[src/rtl/div_issue_queue_pkg.sv]
// Shared uop/branch types for the divider path, plus the squash predicate
// used by both this queue and the divider itself.
package div_issue_queue_pkg;

  localparam int SQN_W = 7;
  localparam int TAG_W = 7;

  typedef logic [SQN_W-1:0] SqN;
  typedef logic [TAG_W-1:0] Tag;

  typedef enum logic [1:0] {
    DIV_DIV  = 2'd0,
    DIV_DIVU = 2'd1,
    DIV_REM  = 2'd2,
    DIV_REMU = 2'd3
  } DivOp;

  typedef struct packed {
    logic [31:0] srcA;
    logic [31:0] srcB;
    SqN          sqN;
    Tag          tagDst;
    DivOp        opcode;
    logic        valid;
  } EX_UOp;

  typedef struct packed {
    SqN   sqN;
    logic taken;
  } BranchProv;

  // A uop dies when it is strictly younger (wrapped distance) than a taken branch.
  function automatic logic IsSquashed(input SqN sqN, input BranchProv branch);
    SqN diff;
    diff = sqN - branch.sqN;
    return branch.taken && !diff[SQN_W-1] && (diff != '0);
  endfunction

endpackage

[src/rtl/div_issue_queue_if.sv]
// Issue-stage / divider-side bundle of the divider issue queue.
interface div_issue_queue_if;
  import div_issue_queue_pkg::*;

  BranchProv IN_branch;
  EX_UOp     IN_uop;
  logic      OUT_full;
  logic      IN_divBusy;
  logic      OUT_en;
  EX_UOp     OUT_uop;

  modport master (
    output IN_branch,
    output IN_uop,
    output IN_divBusy,
    input  OUT_full,
    input  OUT_en,
    input  OUT_uop
  );

  modport slave (
    input  IN_branch,
    input  IN_uop,
    input  IN_divBusy,
    output OUT_full,
    output OUT_en,
    output OUT_uop
  );

endinterface

[src/rtl/div_issue_queue.sv]
// Collapsing age-ordered queue feeding the iterative divider: squash, then pop
// the oldest entry, then append the incoming uop, all in one cycle.
module div_issue_queue
  import div_issue_queue_pkg::*;
#(
  parameter int DEPTH = 4
) (
  input logic              clk,
  input logic              rst,
  div_issue_queue_if.slave bus
);

  localparam int CNT_W  = $clog2(DEPTH + 1);
  localparam int LOCK_W = 1;

  typedef logic [CNT_W-1:0] Cnt;

  EX_UOp             entries_q [DEPTH];
  EX_UOp             entries_d [DEPTH];
  logic [DEPTH-1:0]  valid_q;
  logic [DEPTH-1:0]  valid_d;
  Cnt                count_q;
  Cnt                count_d;
  logic [LOCK_W-1:0] lockout_q;
  logic [LOCK_W-1:0] lockout_d;
  EX_UOp             outUop_q;
  EX_UOp             outUop_d;

  logic [DEPTH-1:0]  keep;
  Cnt                rank [DEPTH];
  Cnt                survivors;
  Cnt                tail;
  logic              full;
  logic              inSquashed;
  logic              pop;
  logic              enq;

  // rank[i] is the compacted position of entry i before any pop.
  always_comb begin
    survivors = '0;
    for (int i = 0; i < DEPTH; i++) begin
      keep[i]   = valid_q[i] && !IsSquashed(entries_q[i].sqN, bus.IN_branch);
      rank[i]   = survivors;
      survivors = survivors + Cnt'(keep[i]);
    end
  end

  assign full       = (count_q == Cnt'(DEPTH));
  assign inSquashed = IsSquashed(bus.IN_uop.sqN, bus.IN_branch);
  assign pop        = keep[0] && !bus.IN_divBusy && (lockout_q == '0);
  assign enq        = bus.IN_uop.valid && !full && !inSquashed;
  assign tail       = survivors - Cnt'(pop);
  assign count_d    = tail + Cnt'(enq);

  for (genvar gj = 0; gj < DEPTH; gj++) begin : g_slot
    EX_UOp slotUop;
    logic  slotVld;

    always_comb begin
      slotUop = entries_q[gj];
      slotVld = 1'b0;
      for (int i = 0; i < DEPTH; i++) begin
        if (keep[i] && (rank[i] == Cnt'(gj) + Cnt'(pop))) begin
          slotUop = entries_q[i];
          slotVld = 1'b1;
        end
      end
      if (enq && (tail == Cnt'(gj))) begin
        slotUop = bus.IN_uop;
        slotVld = 1'b1;
      end
    end

    assign entries_d[gj] = slotUop;
    assign valid_d[gj]   = slotVld;
  end

  // The divider only raises busy a cycle after accepting, so block the next edge.
  always_comb begin
    if (pop) begin
      lockout_d = LOCK_W'(1);
    end else if (lockout_q != '0) begin
      lockout_d = lockout_q - LOCK_W'(1);
    end else begin
      lockout_d = '0;
    end
  end

  always_comb begin
    outUop_d       = entries_q[0];
    outUop_d.valid = pop;
  end

  always_ff @(posedge clk) begin
    if (rst) begin
      valid_q        <= '0;
      count_q        <= '0;
      lockout_q      <= '0;
      outUop_q.valid <= 1'b0;
    end else begin
      valid_q   <= valid_d;
      count_q   <= count_d;
      lockout_q <= lockout_d;
      outUop_q  <= outUop_d;
    end
  end

  always_ff @(posedge clk) begin
    entries_q <= entries_d;
  end

  assign bus.OUT_uop  = outUop_q;
  assign bus.OUT_en   = outUop_q.valid;
  assign bus.OUT_full = full;

  a_noEnqWhenFull : assert property (@(posedge clk) disable iff (rst)
    !(bus.IN_uop.valid && full && !inSquashed));

endmodule

[src/flat_wrapper.sv]
// flat-port wrapper written by rule: the top's interface ports become plain ports
module div_issue_queue_flat import div_issue_queue_pkg::*;
#(
  parameter int DEPTH = 4
)
  (clk, rst, bus_IN_branch, bus_IN_uop, bus_IN_divBusy, bus_OUT_full, bus_OUT_en, bus_OUT_uop);
  div_issue_queue_if bus_i ();
  input logic clk;
  input logic rst;
  input wire logic [$bits(bus_i.IN_branch)-1:0] bus_IN_branch;
  input wire logic [$bits(bus_i.IN_uop)-1:0] bus_IN_uop;
  input wire logic [$bits(bus_i.IN_divBusy)-1:0] bus_IN_divBusy;
  output wire logic [$bits(bus_i.OUT_full)-1:0] bus_OUT_full;
  output wire logic [$bits(bus_i.OUT_en)-1:0] bus_OUT_en;
  output wire logic [$bits(bus_i.OUT_uop)-1:0] bus_OUT_uop;
  assign bus_i.IN_branch = bus_IN_branch;
  assign bus_i.IN_uop = bus_IN_uop;
  assign bus_i.IN_divBusy = bus_IN_divBusy;
  assign bus_OUT_full = bus_i.OUT_full;
  assign bus_OUT_en = bus_i.OUT_en;
  assign bus_OUT_uop = bus_i.OUT_uop;
  div_issue_queue #(.DEPTH(DEPTH)) u_core (.clk(clk), .rst(rst), .bus(bus_i));
endmodule
[config.mk]
export PLATFORM = sky130hd
export DESIGN_NAME = div_issue_queue_flat
export DESIGN_NICKNAME = d
export VERILOG_FILES = /design/src/rtl/div_issue_queue_pkg.sv /design/src/rtl/div_issue_queue_if.sv /design/src/rtl/div_issue_queue.sv /design/src/flat_wrapper.sv
export SDC_FILE = /design/constraint.sdc
export NUM_CORES = 1
export LEC_CHECK = 0
export CAP_MARGIN = 5
export CORE_ASPECT_RATIO = 1.2
export CORE_MARGIN = 1
export CORE_UTILIZATION = 25
export CTS_BUF_LIST = sky130_fd_sc_hd__clkbuf_16
export CTS_CLUSTER_DIAMETER = 80
export DETAILED_ROUTE_END_ITERATION = 10
export PLACE_DENSITY = 0.46
export SLEW_MARGIN = 20
export SYNTH_ARGS = -nofsm -noshare
export SYNTH_HDL_FRONTEND = slang
export SYNTH_SLANG_ARGS = --single-unit
[constraint.sdc]
create_clock -name clk -period 25.9 [get_ports clk]
set_clock_uncertainty 0.2 [all_clocks]
set_input_delay 7.77 -clock clk [delete_from_list [all_inputs] [get_ports clk]]
set_output_delay 7.77 -clock clk [all_outputs]
set_load 0.05 [all_outputs]
**After elaboration in Yosys (flattened, before gate mapping)**

Index checks and enable logic that the tools add are counted.

- Add/subtract/negate cells: 14
- Eq/ne operators: 19
- Mux-type cells: 41
- Bitwise operators: 1
- Reduce and logical (&&, ||, !) cells: 67

Operators by type and width:

| kind | count |
|---|---|
| 81-bit 2-to-1 mux | 19 |
| 1-bit logical AND | 38 |
| 7-bit nonzero test | 5 |
| 7-bit subtractor | 5 |
| 1-bit 2-to-1 mux | 22 |
| 3-bit == test | 6 |
| 4-bit nonzero test | 4 |
| 3-bit zero test | 5 |
| 1-bit zero test | 12 |
| 3-bit by 1-bit adder with 3-bit output | 3 |
| 1-bit by 3-bit == test with 1-bit output | 3 |
| 2-bit by 1-bit adder with 3-bit output (first input constant) | 2 |
| 3-bit by 1-bit == test with 1-bit output | 2 |
| 3-bit by 2-bit == test with 1-bit output (second input constant) | 2 |
| 2-bit AND reduction | 3 |
| 4-bit inequality test (second input constant) | 1 |
| 3-bit by 1-bit == test with 1-bit output (second input constant) | 1 |
| 3-bit == test (second input constant) | 1 |
| 3-bit inequality test (second input constant) | 1 |
| 3-bit by 1-bit subtractor with 3-bit output | 1 |
| 1-bit by 1-bit adder with 2-bit output | 1 |
| 1-bit by 1-bit adder with 2-bit output (first input constant) | 1 |
| 2-bit inequality test (second input constant) | 1 |
| 1-bit == test | 1 |
| other kinds (2) | 2 |

- Flip-flop bits (word level): 413

**Depth between registers and ports, before layout**

- Depth in word-level cells: 16
- Gate-level depth with buffers: 25
- Depth with buffers taken out: 20

**Worst setup path after synthesis**

No wires, ideal clock.

- Kind: input port to flip-flop
- From: in bus_IN_branch[2]
- To: reg u_core.entries_q[10] (netlist bit) (enable)
- Library setup time: 0.629 ns
- Data arrival time: 16.854 ns
- Setup slack: 8.217 ns
- Stages: 17
- Cells stage by stage: inv_1 -> fa_1 -> xor2_1 -> nor4b_2 -> o21ai_1 -> or3_1 -> o211ai_2 -> nand2_2 -> inv_1 -> buf_2 -> buf_2 -> ha_1 -> o311ai_2 -> nor2_1 -> clkbuf_1 -> nor2_1 -> o21ai_0

- Word-level cells in the longest chain between the ends: 14

Ends and longest elaborated chain:

| element | RTL line | source |
|---|---|---|
| from (decl) | flat_wrapper.sv:10 | `input wire logic [$bits(bus_i.IN_branch)-1:0] bus_IN_branch;` |
| branches (longest 13 deep; another with 7-bit subtractor) | - |  |
| 2-bit AND reduction (no source line) * | - |  |
| to (signal assigned) | div_issue_queue.sv:109 | `entries_q <= entries_d;` |
| to (decl) | div_issue_queue.sv:18 | `EX_UOp entries_q [DEPTH];` |

Every way passes the cells marked *.
A chain may end at the register's enable or synchronous reset.

**Worst setup path in the final report**

- From: in bus_IN_branch[1]
- To: reg u_core.entries_q[306] (netlist bit) (enable)

- Word-level cells in the longest chain between the ends: 13

Ends and longest elaborated chain:

| element |
|---|
| branches (longest 12 deep; another with 7-bit subtractor) |
| 4-bit nonzero test (no source line) * |

Marks and branches as above.

==> metrics.md <==
| Metric | Value |
|---|---|
| Largest cells by area after synthesis | edfxtp_1 (50%), mux2i_1 (9.9%), nand2_1 (5.1%) |
| Sequential share of the synthesized area | 0.510 |
| Io pins | 175 |
| Die width | 284 um |
| Main synth FF type | edfxtp_1 |
| H-tree levels | 2 |
| Status | completed |
| Reg clk slew, reported paths | 0.06 ns |
| Finished Cell Area | between 0.02 and 0.03 mm^2 |
| Synth top area share | 0.504 |
| Pre-antenna DRT Iters | 7 |
| Routed wire length | 93300 um |
| Slew HR | 0.292 |
| Clock Latency Late Sink | 0.61 ns |
| Slew Limit Fails | 0 |
| Setup Fix Bufs, Post-CTS | 0 |
| Final setup vio count | 0 |
| Nets | 2432 |
| Yosys warnings | 0 |
| Post-cts hold buffer count | 0 |
| Initial antenna violation count | 6 |
| Area Overhead vs Synth | 16.9% |
| Hold Path Cell Cnt | 0 |
| Reg2reg end | u_core.entries_q[306] |
| Worst path slowest cell | buf_4 |
| Top post-synthesis cells by count | edfxtp_1 (400), nand2_1 (325), mux2i_1 (236) |
| Via count | 19.4k |
| Max_cap viols | 0 |
| Total core area | between 0.09 and 0.1 mm^2 |
| Reg2Reg Depth | 23 |
| Post-synth EDFFs | 400 |
| Global-route wire length before repair | between 100000 and 150000 um |
| CP Launch Type | primary input |
| Worst path max stage delay | around 0.8 ns |
| HPWL Detailed | between 50000 and 60000 um |
| Tmin final | about 15 ns |
| Synthesized instance count | 2220 |
| Top-count cell post-synth | edfxtp_1 |
| Worst Path Required | about 26 ns |
| Worst r2r src | u_core.entries_q[253] |
| # DRC | 0 |
| Root Driver | clkbuf_16 |
| Placed Area | roughly 0.026 mm^2 |
| Setup crit end kind | flip-flop |
| CP Class | primary input to flip-flop |
| Max Buffers Root-to-Sink | 3 |
| Synth Area per Inst | 10.7 um^2 |
| Power Density | approximately 110 mW/mm^2 |
| CP max FO | 83 |
| I/O Buffers | around 170 |
| Vias per inst | 5.44 |
| Die height | 340 um |
| Worst VDD drop | 62.2 uV |
| Post-Syn Area | between 0.02 and 0.025 mm^2 |
| Row Count | 123 |
| CP delay by family, top | buffers and inverters |
| CTS tree | built |
| RSZ-0062 raised after global routing | no |
| Endpoints failing hold | 0 |
| Syn_nets | about 2.4k |
| Drt wl/cell | around 26 um |
| WHS Endpoint | u_core.bus.OUT_uop[8] |
| Crit path buf inv count | 7 |
| Ys async rst share | 0 |
| Initial DRC Count | 2180 |
| Post-DRT Antenna Nets | 0 |
| Clock sinks | a little over 400 |
| Resized cells post-CTS | 0 |
| CP cell instances | clkdlybuf4s50_1, ha_1, inv_1, fa_1, xor2_1, nor4b_2, o21ai_1, or3_1, o211ai_2, and2_1, inv_1, fa_1, inv_1, ha_1, fa_1, xor2_1, a211oi_2, nor3b_4, buf_12, a21oi_4, buf_6, nand2_4, buf_4 |
| Placer Congestion | a little over 0.8 |
| Grt ovf | 0 |
| Initial core utilization | 0.253 |
| Share of layout cells above drive strength 1 | 0.0722 |
| Critical hold path startpoint | u_core.entries_q[251] |
| Die area | 0.0966 mm^2 |
| Hold WC Path Type | flip-flop to flip-flop |
| Setup TNS | 0 ns |
| #FFs+latches synth | 408 |
| Least-Margin Pin Slew | between 1 and 1.5 ns |
| Post-synthesis cell type count | 72 |
| Arr. time, crit path | about 16 ns |
| Yosys top cell by area | edfxtp_1 |
| Vias in the first global route | just under 20k |
| Largest net degree at the start of global routing | 84 |
| Lkg Pwr | between 9 and 10 nW |
| FF-to-FF setup slack | approximately 18 ns |
| Num CTS Buffers | 48 |
| Final Cycle Share | 0.598 |
| Tot GR Track Use | 0.186 |
| Max Fclk | 64.6 MHz |
[how the worst max path moves through the flow]
stage,from,to,cells past startpoint
floorplan,bus_IN_branch[2],u_core.entries_q[10],17
global placement,bus_IN_branch[2],u_core.entries_q[308],22
detailed placement,bus_IN_branch[2],u_core.entries_q[307],22
CTS,bus_IN_branch[2],u_core.entries_q[306],22
global route,bus_IN_branch[2],u_core.entries_q[305],22
finish,bus_IN_branch[1],u_core.entries_q[306],23
[logic make-up after synthesis]
kind of cell / share of synthesized area
AND/OR/NAND/NOR: 0.107
buffers and inverters: 0.0522
AO/OA/AOI/OAI: 0.195
adder cells (fa/ha/maj): 0.0272
XOR/XNOR: 0.00771
flip-flops: 0.510
multiplexers: 0.100
[metrics by stage]
step | util | instances | total power, W | hold slack, ns | worst slack [ns]
5_1_grt | 0.296 | 3577 | 0.00316 | 0.346 | 9.99
3_5_place_dp | 0.281 | 3493 | 0.00237 | 0.311 | 9.73
6_report | 0.296 | 3577 | 0.00302 | 0.333 | 10.42
2_1_floorplan | - | 2220 | 0.00202 | 0.265 | 8.22
3_3_place_gp | 0.281 | 3493 | 0.00235 | 0.294 | 9.66
4_1_cts | 0.296 | 3576 | 0.00303 | 0.327 | 10.32
[layout make-up]
class	count	area (um^2)
diodes	1	2.50
clock buffers	49	1230
clock inverters	34	188
fillers	9714	66300
inverters	34	133
multi-input cells	1593	10600
flip-flops and latches	408	12200
well taps	1250	1560
repair buffers	208	2010
[worst register-to-register path: stages (launching register included)]
cell	delay [ns]
edfxtp_1	0.46
inv_1	0.13
ha_1	0.17
inv_1	0.05
fa_1	0.42
xor2_1	0.20
nor4b_2	0.28
o21ai_1	0.10
or3_1	0.42
o211ai_2	0.29
and2_1	0.26
inv_1	0.10
fa_1	0.56
inv_1	0.10
ha_1	0.23
fa_1	0.43
xor2_1	0.19
a211oi_2	0.45
nor3b_4	0.31
buf_12	0.62
a21oi_4	0.07
buf_6	0.38
nand2_4	0.53
buf_4	0.82
[report_power, final]
group | leakage [nW] | internal, W | switching, W | total, W
Combinational | 4.88 | 0.000466 | 0.000695 | 0.00116
Sequential | 3.77 | 0.00105 | 0.000165 | 0.00121
Clock | 0.736 | 0.000351 | 0.000293 | 0.000644
[cell usage in the layout (no fill, tap or decap), types with 7 or more instances in the layout]
| cell type | count |
|---|---|
| o21a_1 | 82 |
| edfxtp_1 | 400 |
| a211oi_1 | 126 |
| mux2i_1 | 236 |
| buf_4 | 32 |
| fa_1 | 8 |
| o21ai_1 | 95 |
| and3_4 | 8 |
| and3_1 | 73 |
| dfxtp_1 | 8 |
| a211oi_2 | 35 |
| nand2_1 | 322 |
| o21ai_0 | 234 |
| clkinv_1 | 10 |
| xor2_1 | 12 |
| xnor2_1 | 9 |
| clkbuf_16 | 49 |
| a31oi_1 | 84 |
| ha_1 | 39 |
| inv_1 | 42 |
| a21oi_1 | 22 |
| clkinv_2 | 8 |
| nor2b_1 | 10 |
| clkdlybuf4s50_1 | 174 |
| nor2_1 | 101 |
| nand3_1 | 8 |
| nand2b_1 | 7 |
[flip-flops by register name (all words and copies together), names as in the netlist]
signal	cells
u_core.bus.OUT_en	1
u_core.count_q	3
u_core.valid_q	4
u_core.bus.OUT_uop	80
u_core.entries_q	320
[layer usage]
metal,vias to the layer above,wire length [um],GRT usage
li1,8479,-,-
met1,9769,38200,0.235
met2,1013,45800,0.323
met3,178,6190,0.0241
met4,4,3050,0.0704
met5,-,29,0
(Power assumes the default switching activity.)
